$ cat src/rtl/adder_share_arb.sv
// adder_share_arb: round-robin front end sharing one external adder.
// One operation in flight; responses carry the owning requester id.
module adder_share_arb #(
    parameter int NUM_REQ = 4,
    parameter int DATA_W  = 64,
    parameter int ID_W    = $clog2(NUM_REQ)
) (
    input  logic                      clk_i,
    input  logic                      rst_i,
    input  logic [NUM_REQ-1:0]        req_valid_i,
    input  logic [NUM_REQ*DATA_W-1:0] req_a_i,
    input  logic [NUM_REQ*DATA_W-1:0] req_b_i,
    output logic [NUM_REQ-1:0]        req_ready_o,
    output logic [DATA_W-1:0]         add_a_o,
    output logic [DATA_W-1:0]         add_b_o,
    input  logic [DATA_W:0]           add_sum_i,
    output logic                      rsp_valid_o,
    input  logic                      rsp_ready_i,
    output logic [ID_W-1:0]           rsp_id_o,
    output logic [DATA_W:0]           rsp_sum_o,
    output logic                      busy_o,
    output logic [31:0]               op_count_o
);

    localparam logic [1:0] IDLE = 2'd0;
    localparam logic [1:0] CALC = 2'd1;
    localparam logic [1:0] RESP = 2'd2;

    logic [1:0]         state;
    logic [ID_W-1:0]    rr_ptr;
    logic [ID_W-1:0]    op_id;
    logic [DATA_W-1:0]  op_a;
    logic [DATA_W-1:0]  op_b;

    logic               hi_found;
    logic               lo_found;
    logic [ID_W-1:0]    hi_id;
    logic [ID_W-1:0]    lo_id;
    logic               any_req;
    logic [ID_W-1:0]    grant_id;
    logic [NUM_REQ-1:0] grant_vec;
    logic [DATA_W-1:0]  sel_a;
    logic [DATA_W-1:0]  sel_b;

    // Round-robin pick: first valid at or above rr_ptr, else lowest valid.
    always_comb begin
        hi_found = 1'b0;
        lo_found = 1'b0;
        hi_id    = '0;
        lo_id    = '0;
        for (int i = 0; i < NUM_REQ; i++) begin
            if (req_valid_i[i] && !hi_found && (ID_W'(i) >= rr_ptr)) begin
                hi_found = 1'b1;
                hi_id    = ID_W'(i);
            end
            if (req_valid_i[i] && !lo_found) begin
                lo_found = 1'b1;
                lo_id    = ID_W'(i);
            end
        end
        any_req   = lo_found;
        grant_id  = hi_found ? hi_id : lo_id;
        grant_vec = NUM_REQ'(1) << grant_id;
    end

    // Operand mux for the granted requester.
    always_comb begin
        sel_a = '0;
        sel_b = '0;
        for (int i = 0; i < NUM_REQ; i++) begin
            if (grant_vec[i]) begin
                sel_a = req_a_i[i*DATA_W +: DATA_W];
                sel_b = req_b_i[i*DATA_W +: DATA_W];
            end
        end
    end

    // Grant only while idle with a live request and not in reset.
    always_comb begin
        req_ready_o = '0;
        if (state == IDLE && any_req && !rst_i) begin
            req_ready_o = grant_vec;
        end
    end

    assign add_a_o = op_a;
    assign add_b_o = op_b;
    assign busy_o  = (state != IDLE);

    // Control FSM: accept, capture adder result, hold until handshake.
    always_ff @(posedge clk_i) begin
        if (rst_i) begin
            state       <= IDLE;
            rr_ptr      <= '0;
            op_id       <= '0;
            op_a        <= '0;
            op_b        <= '0;
            rsp_valid_o <= 1'b0;
            rsp_id_o    <= '0;
            rsp_sum_o   <= '0;
            op_count_o  <= '0;
        end else begin
            case (state)
                IDLE: begin
                    if (any_req) begin
                        op_a  <= sel_a;
                        op_b  <= sel_b;
                        op_id <= grant_id;
                        state <= CALC;
                    end
                end
                CALC: begin
                    rsp_sum_o   <= add_sum_i;
                    rsp_id_o    <= op_id;
                    rsp_valid_o <= 1'b1;
                    state       <= RESP;
                end
                RESP: begin
                    if (rsp_ready_i) begin
                        rsp_valid_o <= 1'b0;
                        op_count_o  <= op_count_o + 32'd1;
                        if (op_id == ID_W'(NUM_REQ - 1)) begin
                            rr_ptr <= '0;
                        end else begin
                            rr_ptr <= op_id + 1'b1;
                        end
                        state <= IDLE;
                    end
                end
                default: begin
                    state <= IDLE;
                end
            endcase
        end
    end

endmodule

$ cat config.mk
export PLATFORM = sky130hd
export DESIGN_NAME = adder_share_arb
export DESIGN_NICKNAME = d
export VERILOG_FILES = /design/src/rtl/adder_share_arb.sv
export SDC_FILE = /design/constraint.sdc
export NUM_CORES = 1
export LEC_CHECK = 0
export CORE_AREA = 3 3 319 321
export CTS_CLUSTER_DIAMETER = 120
export DETAILED_ROUTE_END_ITERATION = 6
export DIE_AREA = 0 0 322 324
export SLEW_MARGIN = 10
export SYNTH_ARGS = -nofsm -noshare
export SYNTH_HDL_FRONTEND = slang
export SYNTH_SLANG_ARGS = --single-unit
$ cat constraint.sdc
create_clock -name clk_i -period 4.22 [get_ports clk_i]
set_input_delay 0.633 -clock clk_i [delete_from_list [all_inputs] [get_ports clk_i]]
set_output_delay 0.633 -clock clk_i [all_outputs]
set_load 0.03 [all_outputs]
==> reports/metrics.cfg, run 1 <==
[logic_synthesis]
async_flop_share_pct = 0
synth-seq-cells = 234
synth_edf_count = 0
synth.avg_cell_area_um2 = 7.67
synth.most_common_cell = dfxtp_1
synth_common_cells = dfxtp_1, nor2_1, a21oi_1, nand2_1, inv_1
synth_area_leaders = dfxtp_1, a21oi_1, o221ai_1
synth-main-ff-cell = dfxtp_1
synth_top_area_share_pct = 36.4
synth_cell_types = 48
yosys_warnings = 0
syn_area_um2 = 12900
syn_nets = 2263
synth_cells = 1677
ys_seq_area_share_pct = 36.4
synth_top_area_cell = dfxtp_1

[floorplan]
fp.dieH_um = 324
die_w_um = 322
io_pins = 817
initial_utilization_pct = 12.9
core-area_um2 = 99600
row_count = 116
fp.dieArea_um2 = 104000

[drt]
postRouteAntennaNets = 0
drt-wirelength-per-cell_um = 22.6
route.detailed.drc = 0
first_iter_violations = 1149
via_per_inst = 4.34
vias = 16100
drtPass1Iterations = 7
wirelength_um = 84000

[setup_path]
cp-end-kind = output pin
cp.arrival_ns = 3.13
cp_max_fo = 11
start_kind = primary input
path_class = primary input to output pin
rrSetupSlack_ns = 1.50
crit_required_ns = 3.59

[hold_path]
hp-class = register to register

[power]
power_switching_mw = 2.93
switching_share_pct = 34.8
seq_power_share_pct = 31.1
power_density_nw_per_um2 = 358
p_total_mw = 8.43
power_frac_comb_pct = 34.9
p_clk_share_pct = 34.1
ir_worst_vdd_mv = 0.189
p_int_mw = 5.50
p_leak_nw = 8.42

[clock_tree]
path_clk_slew_ns = 0.05
insertion_delay_ns = 0.56
cts_buffers = 34
cts_tree = built
cts_setup_buffers = 0
root_buffer = clkbuf_16
cts_hold_buf = 0
ctsResizeCount = 0
clock_sinks = 234
clockBufferDepth = 3
cts-htree-levels = 2

[job]
maxCapViolations = 0

[global_routing]
grt_use_total_pct = 15.1
grt_antenna_before_repair = 26
grt_max_degree = 126
grt_pass1_wl_um = 114000
overflow = 0
grt_pass1_vias = 15600

[sta]
rsz0062_at_grt = no
fin_setup_tns_ns = 0
max_freq_mhz = 266
slew_headroom_pct = 31.6
worst_pin_slew_ns = 1.03
period_minus_slack_ns = 3.76
finClkSkew_ns = 0.0210
finalHoldViolCount = 0
period_share_pct = 89.1
report.final.setup_viol = 0
slew_viol_final = 0

[layout]
syn_to_final_growth_pct = 83.2
instances_no_fill = 3717
drive_above_1_share_pct = 4.36
design_area_um2 = 23600
final_core_util_pct = 23.7
nNetsFinal = 2972

[placement]
place_area_um2 = 22500
dp.cells = 3648
place.gp.congestion = 0.843
dpl.hpwl_um = 63300
io_buffers = 816

[outcome]
status = finished clean

==> area by class of cell <==
type                    instances  area, µm²
fillers                     10900      76000
repair buffers                853       8620
multi-input cells            1140       7070
flip-flops and latches        234       4680
well taps                    1298       1620
clock buffers                  54       1010
inverters                     123        462
clock inverters                 6       80.1
diodes                          9       22.5
==> cell usage in the layout (no fill, tap or decap), types with 34 or more instances in the layout <==
cell type,synthesis,layout
clkbuf_16,0,34
and2_1,84,82
dfxtp_1,234,234
clkdlybuf4s50_1,0,814
a211oi_1,96,96
a221oi_1,44,44
nor2_1,168,167
a21oi_1,159,159
inv_1,123,123
or3_1,35,35
nand2_1,147,145
o221ai_1,85,84
o211ai_1,86,86
==> power by group through the flow <==
stage	sequential (mW)	combinational, mW	clock [mW]
floorplan	3.10	0.953	0
global placement	2.66	2.95	0
detailed placement	2.66	2.95	0
CTS	2.62	2.97	3.01
global route	2.64	3.14	3.08
finish	2.62	2.94	2.87
==> registers in the layout (all words and copies together) (netlist names) <==
signal and cells:
rsp_sum_o 65, add_a_o 64, add_b_o 64, op_count_o 32, op_id 2, rr_ptr 2, rsp_id_o 2, state 2
rsp_valid_o 1
==> cell families (layout without fill, tap and decap cells) <==
logic type	Yosys count	count (layout)	share of synthesized area, %
compound gates	605	605	33.5
xor+xnor	29	29	1.97
buf+inv	303	1036	9.39
fa+ha+maj	2	2	0.195
flops	234	234	36.4
mux	2	2	0.156
simple gates	502	502	18.4
other cells	0	9	0
==> metal layers <==
metal	track usage [%]	vias to the layer above	wire length (µm)
li1	-	7524	-
met1	17.7	7670	33200
met2	24.6	766	39200
met3	6.03	137	8280
met4	6.27	22	3120
met5	0	-	165
==> worst max-delay path, stage by stage <==
cell             delay [ns]
clkdlybuf4s50_1        0.73
nor2b_1                0.27
o21ai_4                0.12
and2_4                 0.21
nor3_1                 0.40
clkdlybuf4s50_1        0.76
==> through the flow <==
stage / setup slack, ns / hold WS (ns)
finish: 0.460 / 0.452
CTS: 0.492 / 0.453
detailed placement: 0.497 / 0.446
global placement: 0.466 / 0.441
floorplan: 1.39 / 0.449
global route: 0.407 / 0.466
==> worst paths after layout <==
kind                                            startpoint                         end  depth (start not counted)
worst min register to register  rsp_sum_o[61]$_SDFFE_PP0P_  rsp_sum_o[61]$_SDFFE_PP0P_                          2
worst max-delay path                        req_valid_i[2]              req_ready_o[2]                          6
worst max register to register      rr_ptr[1]$_SDFFE_PP0P_    add_a_o[30]$_SDFFE_PP0P_                          7
worst min-delay path            rsp_sum_o[61]$_SDFFE_PP0P_  rsp_sum_o[61]$_SDFFE_PP0P_                          2
Power figures use the tool's default switching activity.
==> run 2: changes to the inputs <==
--- a/config.mk
+++ b/config.mk
@@ -5,10 +5,10 @@
 export SDC_FILE = /design/constraint.sdc
 export NUM_CORES = 1
 export LEC_CHECK = 0
-export CORE_AREA = 3 3 319 321
+export CORE_AREA = 3 3 317 319
 export CTS_CLUSTER_DIAMETER = 120
 export DETAILED_ROUTE_END_ITERATION = 6
-export DIE_AREA = 0 0 322 324
+export DIE_AREA = 0 0 320 322
 export SLEW_MARGIN = 10
 export SYNTH_ARGS = -nofsm -noshare
 export SYNTH_HDL_FRONTEND = slang
==> constraint.sdc (replaced) <==
create_clock -name clk_i -period 3.1 [get_ports clk_i]
set_input_delay 0.465 -clock clk_i [delete_from_list [all_inputs] [get_ports clk_i]]
set_output_delay 0.465 -clock clk_i [all_outputs]
set_load 0.03 [all_outputs]
==> reports/metrics.cfg, run 2 (synthesized netlist as in run 1, its figures left out) <==
[drt]
drtPass1Iterations = 5  ; -2
first_iter_violations = 928  ; -19%
drt-wirelength-per-cell_um = 23.0  ; +1.9%
route.detailed.drc = 0  ; unchanged
via_per_inst = 4.38  ; +0.89%
wirelength_um = 85900  ; +2.3%
vias = 16300  ; +1.2%
postRouteAntennaNets = 0  ; unchanged

[power]
ir_worst_vdd_mv = 0.460  ; +140%
p_total_mw = 11.4  ; +35%
power_density_nw_per_um2 = 479  ; +34%
p_leak_nw = 8.53  ; +1.3%

[setup_path]
reg2reg_depth = 7  ; unchanged
critPathLaunch = rr_ptr[0]$_SDFFE_PP0P_
path_cells = nor2b_1 -> o21ai_4 -> and2_4 -> nor3_1 -> dlygate4sd2_1
endpoint = req_ready_o[2]
start_kind = register
cp.arrival_ns = 2.42  ; -0.71 ns
cp-end-kind = output pin
rrSetupSlack_ns = 0.43  ; -1.07 ns
path_class = register to output pin
cp_max_fo = 10  ; -1
crit_required_ns = 2.63  ; -0.96 ns
critPathMaxStageDelay_ns = 0.56  ; -0.20 ns
reg2reg_from = rr_ptr[1]$_SDFFE_PP0P_
r2r_end = add_a_o[59]$_SDFFE_PP0P_
slowest_stage = dfxtp_1

[placement]
place.gp.congestion = 0.907  ; +7.6%
dpl.hpwl_um = 66400  ; +4.9%
io_buffers = 816  ; unchanged
place_area_um2 = 22700  ; +0.85%

[hold_path]
hp-class = primary input to register
worstHoldStart = rst_i

[global_routing]
grt_pass1_wl_um = 118000  ; +3.4%
grt_pass1_vias = 16200  ; +3.6%
grt_use_total_pct = 15.6  ; +0.49 points
grt_max_degree = 108  ; -14%
overflow = 0  ; unchanged
grt_antenna_before_repair = 42  ; +62%

[sta]
fin_setup_tns_ns = 0  ; unchanged
max_freq_mhz = 347
worst_pin_slew_ns = 0.895  ; -0.131 ns
rsz0062_at_grt = no
finClkSkew_ns = 0.0219  ; +0.000862 ns
period_share_pct = 93.0
finalHoldViolCount = 0  ; unchanged
slew_headroom_pct = 40.2  ; +8.5 points
holdWs_ns = 0.192  ; -0.259 ns
period_minus_slack_ns = 2.88
slew_viol_final = 0  ; unchanged
report.final.setup_viol = 0  ; unchanged

[floorplan]
core-area_um2 = 98100  ; -1.4%
fp.dieArea_um2 = 103000  ; -1.2%
io_pins = 817  ; unchanged
fp.dieH_um = 322  ; -0.62%
initial_utilization_pct = 13.1  ; +0.19 points
die_w_um = 320  ; -0.62%
row_count = 115  ; -0.86%

[clock_tree]
path_clk_slew_ns = 0.06  ; about the same
cts_setup_buffers = 0  ; unchanged
cts_tree = built
clock_sinks = 234  ; unchanged
root_buffer = clkbuf_16
cts_buffers = 31  ; -8.8%
clockBufferDepth = 3  ; unchanged
cts-htree-levels = 1  ; -1
cts_hold_buf = 0  ; unchanged
insertion_delay_ns = 0.63  ; +0.07 ns

[layout]
design_area_um2 = 23700  ; +0.64%
mostFrequentLayoutCells = clkdlybuf4s50_1, dfxtp_1, nor2_1, a21oi_1, nand2_1
largest_register_ffs = 65  ; unchanged
drive_above_1_share_pct = 5.32  ; +0.96 points
nNetsFinal = 2990  ; +0.61%
final_core_util_pct = 24.2  ; +0.50 points
syn_to_final_growth_pct = 84.4
regMostFlops = rsp_sum_o
layout_commonest_cell = clkdlybuf4s50_1

[outcome]
status = finished clean

[job]
maxCapViolations = 0  ; unchanged

[run 2: cell count changes in the layout (fill, tap and decap cells not counted), moves of 2 or more]
cell,delta
dlygate4sd2_1,+2
clkdlybuf4s50_1,-3
buf_12,+4
buf_4,+18
clkbuf_16,-3
clkbuf_1,-8
clkinv_2,+6
diode_2,+8
[run 2: layout make-up]
type,count,area [µm²]
Antenna cell,17,42.5
Clock buffer,43,901
Clock inverter,11,126
Fill cell,10800,74400
Inverter,123,462
Multi-Input combinational cell,1140,7070
Sequential cell,234,4680
Tap cell,1287,1610
Timing Repair Buffer,874,8830
[run 2: power by group]
| group | internal (mW) | switching, mW |
|---|---|---|
| registers | 3.35 | 0.221 |
| logic | 1.86 | 2.20 |
| clock network | 2.18 | 1.54 |
| total | 7.38 | 3.97 |
[run 2: how the worst min path moves through the flow]
stage,to,cells past startpoint
after floorplan,rsp_id_o[1]$_SDFFE_PP0P_,2
after global placement,rsp_sum_o[11]$_SDFFE_PP0P_,2
after detailed placement,rsp_sum_o[50]$_SDFFE_PP0P_,2
after CTS,rsp_valid_o$_SDFFE_PP0P_,2
after global routing,rsp_valid_o$_SDFFE_PP0P_,2
final,rsp_valid_o$_SDFFE_PP0P_,2
[run 2: metrics by stage]
step                      cells  setup slack [ns]
final                      3729             0.215
after global routing       3725            0.0564
after CTS                  3712             0.128
after detailed placement   3658            -0.116
after global placement     3658           -0.0887
after floorplan            1677             0.536
[run 2: critical path: cells and delay by family, from the launching register on]
family,cells,cell delay (ns)
flops,1,0.56
simple gates,3,0.71
buf+inv,1,0.47
compound gates,1,0.07
[run 2: per-layer routing]
| layer | vias to the layer above | global-route usage [%] | share of wire (%) |
|---|---|---|---|
| met5 | - | 0 | 0.18 |
| met4 | 22 | 7.59 | 4.5 |
| met3 | 166 | 5.79 | 9.4 |
| met2 | 766 | 24.4 | 45 |
| met1 | 7787 | 18.8 | 41 |
| li1 | 7574 | - | - |
[run 2: repair_timing]
action	4_1_cts	5_1_grt
setup endpoints to repair	2	0
hold endpoints to repair	0	0
resized for setup	2	0
==> run 3: changes to the inputs <==
--- a/config.mk
+++ b/config.mk
@@ -5,10 +5,11 @@
 export SDC_FILE = /design/constraint.sdc
 export NUM_CORES = 1
 export LEC_CHECK = 0
-export CORE_AREA = 3 3 317 319
+export CORE_AREA = 3 3 313 315
 export CTS_CLUSTER_DIAMETER = 120
+export CTS_CLUSTER_SIZE = 16
 export DETAILED_ROUTE_END_ITERATION = 6
-export DIE_AREA = 0 0 320 322
+export DIE_AREA = 0 0 316 318
 export SLEW_MARGIN = 10
 export SYNTH_ARGS = -nofsm -noshare
 export SYNTH_HDL_FRONTEND = slang
==> constraint.sdc (replaced) <==
create_clock -name clk_i -period 3.3 [get_ports clk_i]
set_input_delay 0.495 -clock clk_i [delete_from_list [all_inputs] [get_ports clk_i]]
set_output_delay 0.495 -clock clk_i [all_outputs]
set_load 0.03 [all_outputs]
==> reports/metrics.cfg, run 3 (synthesized netlist as in run 1, its figures left out) <==
[outcome]
status = finished clean

[drt]
first_iter_violations = 1016  ; +9.5%
via_per_inst = 4.40  ; +0.54%
wirelength_um = 86800  ; +1.0%
postRouteAntennaNets = 0  ; unchanged
drtPass1Iterations = 5  ; unchanged
vias = 16100  ; -1.1%
route.detailed.drc = 0  ; unchanged
drt-wirelength-per-cell_um = 23.7  ; +2.7%

[power]
p_clk_share_pct = 23.7  ; -9.1 points
power_frac_comb_pct = 40.8  ; +5.0 points
p_leak_nw = 8.21  ; -3.8%
power_switching_mw = 3.53  ; -11%
seq_power_share_pct = 35.6  ; +4.2 points
p_int_mw = 5.86  ; -21%
switching_share_pct = 37.5  ; +2.6 points
ir_worst_vdd_mv = 0.301  ; -35%
power_density_nw_per_um2 = 406  ; -15%

[layout]
nNetsFinal = 2972  ; -0.60%
multi_input_comb_area_um2 = 7080  ; +0.18%
seq_area_um2 = 4690  ; about the same
instances_no_fill = 3668  ; -1.6%
regMostFlops = rsp_sum_o
syn_to_final_growth_pct = 79.6
drive_above_1_share_pct = 4.02  ; -1.3 points
layout_commonest_cell = clkdlybuf4s50_1
mostFrequentLayoutCells = clkdlybuf4s50_1, dfxtp_1, nor2_1, a21oi_1, nand2_1
fill_cells = 10400  ; -4.1%
largest_register_ffs = 65  ; unchanged

[global_routing]
grt_pass1_vias = 15800  ; -2.5%
overflow = 0  ; unchanged
grt_use_total_pct = 16.2  ; +0.58 points
grt_max_degree = 159  ; +47%
grt_pass1_wl_um = 119000  ; +1.2%
grt_antenna_before_repair = 31  ; -26%

[floorplan]
io_pins = 817  ; unchanged
die_w_um = 316  ; -1.3%
initial_utilization_pct = 13.5  ; +0.41 points
core-area_um2 = 95200  ; -3.0%
row_count = 113  ; -1.7%
fp.dieArea_um2 = 100000  ; -2.5%
fp.dieH_um = 318  ; -1.2%

[setup_path]
rrSetupSlack_ns = 0.66  ; +0.23 ns
cp.arrival_ns = 2.66  ; +0.24 ns
path_class = primary input to output pin
crit_required_ns = 2.80  ; +0.17 ns
cp-end-kind = output pin
start_kind = primary input
cp_max_fo = 10  ; unchanged

[clock_tree]
path_clk_slew_ns = 0.09  ; +0.03 ns
cts_buffers = 18  ; -42%
clockBufferDepth = 3  ; unchanged
clock_sinks = 234  ; unchanged
insertion_delay_ns = 0.56  ; -0.07 ns
root_buffer = clkbuf_16
cts_tree = built
cts-htree-levels = 1  ; unchanged

[sta]
holdWs_ns = 0.345  ; +0.153 ns
slew_headroom_pct = 36.2  ; -4.0 points
rsz0062_at_grt = no
finalHoldViolCount = 0  ; unchanged
finClkSkew_ns = 0.0233  ; +0.00137 ns
period_share_pct = 95.5
slew_viol_final = 0  ; unchanged
worst_pin_slew_ns = 0.957  ; +0.0626 ns
report.final.setup_viol = 0  ; unchanged
fin_setup_tns_ns = 0  ; unchanged
period_minus_slack_ns = 3.15
max_freq_mhz = 317

[placement]
place.gp.congestion = 0.901  ; -0.61%
dpl.hpwl_um = 66200  ; -0.40%
io_buffers = 816  ; unchanged
dp.cells = 3629  ; -0.79%

[job]
maxCapViolations = 0  ; unchanged

[hold_path]
hp-class = primary input to register

## run 3: final timing paths
| check | end | cells after the start | startpoint |
|---|---|---|---|
| worst max-delay path | req_ready_o[2] | 6 | req_valid_i[0] |
| worst min-delay path | rsp_sum_o[20]$_SDFFE_PP0P_ | 2 | rst_i |
| worst max register to register | add_a_o[62]$_SDFFE_PP0P_ | 10 | rr_ptr[1]$_SDFFE_PP0P_ |
| worst min register to register | rsp_sum_o[28]$_SDFFE_PP0P_ | 2 | rsp_sum_o[28]$_SDFFE_PP0P_ |
## run 3: critical path, cell delays in order
cell	delay, ns
clkdlybuf4s50_1	0.58
nor2_1	0.25
o21ai_4	0.08
and2_4	0.19
nor3_2	0.32
clkdlybuf4s50_1	0.74
## run 3: layout make-up
class / instances / area share [%]
Antenna cell: 16 / 0.173
Clock buffer: 19 / 1.97
Clock inverter: 2 / 0.103
Inverter: 123 / 2.00
Multi-Input combinational cell: 1140 / 30.6
Sequential cell: 234 / 20.3
Tap cell: 1265 / 6.85
Timing Repair Buffer: 869 / 38.0
## run 3: metal layers
layer | GRT usage, % | up-vias | routed length [µm]
li1 | - | 7501 | -
met1 | 19.4 | 7804 | 34800
met2 | 27.6 | 718 | 41700
met3 | 5.21 | 100 | 7920
met4 | 4.61 | 12 | 2310
met5 | 0 | - | 91
## run 3: timing repair
item | CTS | global route
endpoints found under the hold margin | 0 | 0
buffers inserted | 2 | 0
pin swaps | 1 | 0
cloned | 0 | 0
endpoints found under the setup margin | 2 | 1
gates resized for setup | 1 | 1
hold buffers | 0 | 0
## run 3: metrics by stage
stage | instance area (µm²) | worst slack (ns) | total power [mW] | util [%]
2_1_floorplan | 12900 | 0.706 | 5.18 | -
3_3_place_gp | 22600 | -0.114 | 7.25 | 23.7
3_5_place_dp | 22600 | -0.0844 | 7.25 | 23.7
4_1_cts | 23100 | 0.00852 | 9.56 | 24.2
5_1_grt | 23100 | 0.0254 | 9.86 | 24.3
6_report | 23100 | 0.147 | 9.39 | 24.3
## run 3: power by group through the flow
stage,combinational (mW),sequential [mW],clock [mW]
after floorplan,1.22,3.97,0
after global placement,3.86,3.40,0
after detailed placement,3.85,3.40,0
after CTS,3.87,3.34,2.35
after global routing,4.08,3.38,2.40
final,3.83,3.34,2.22
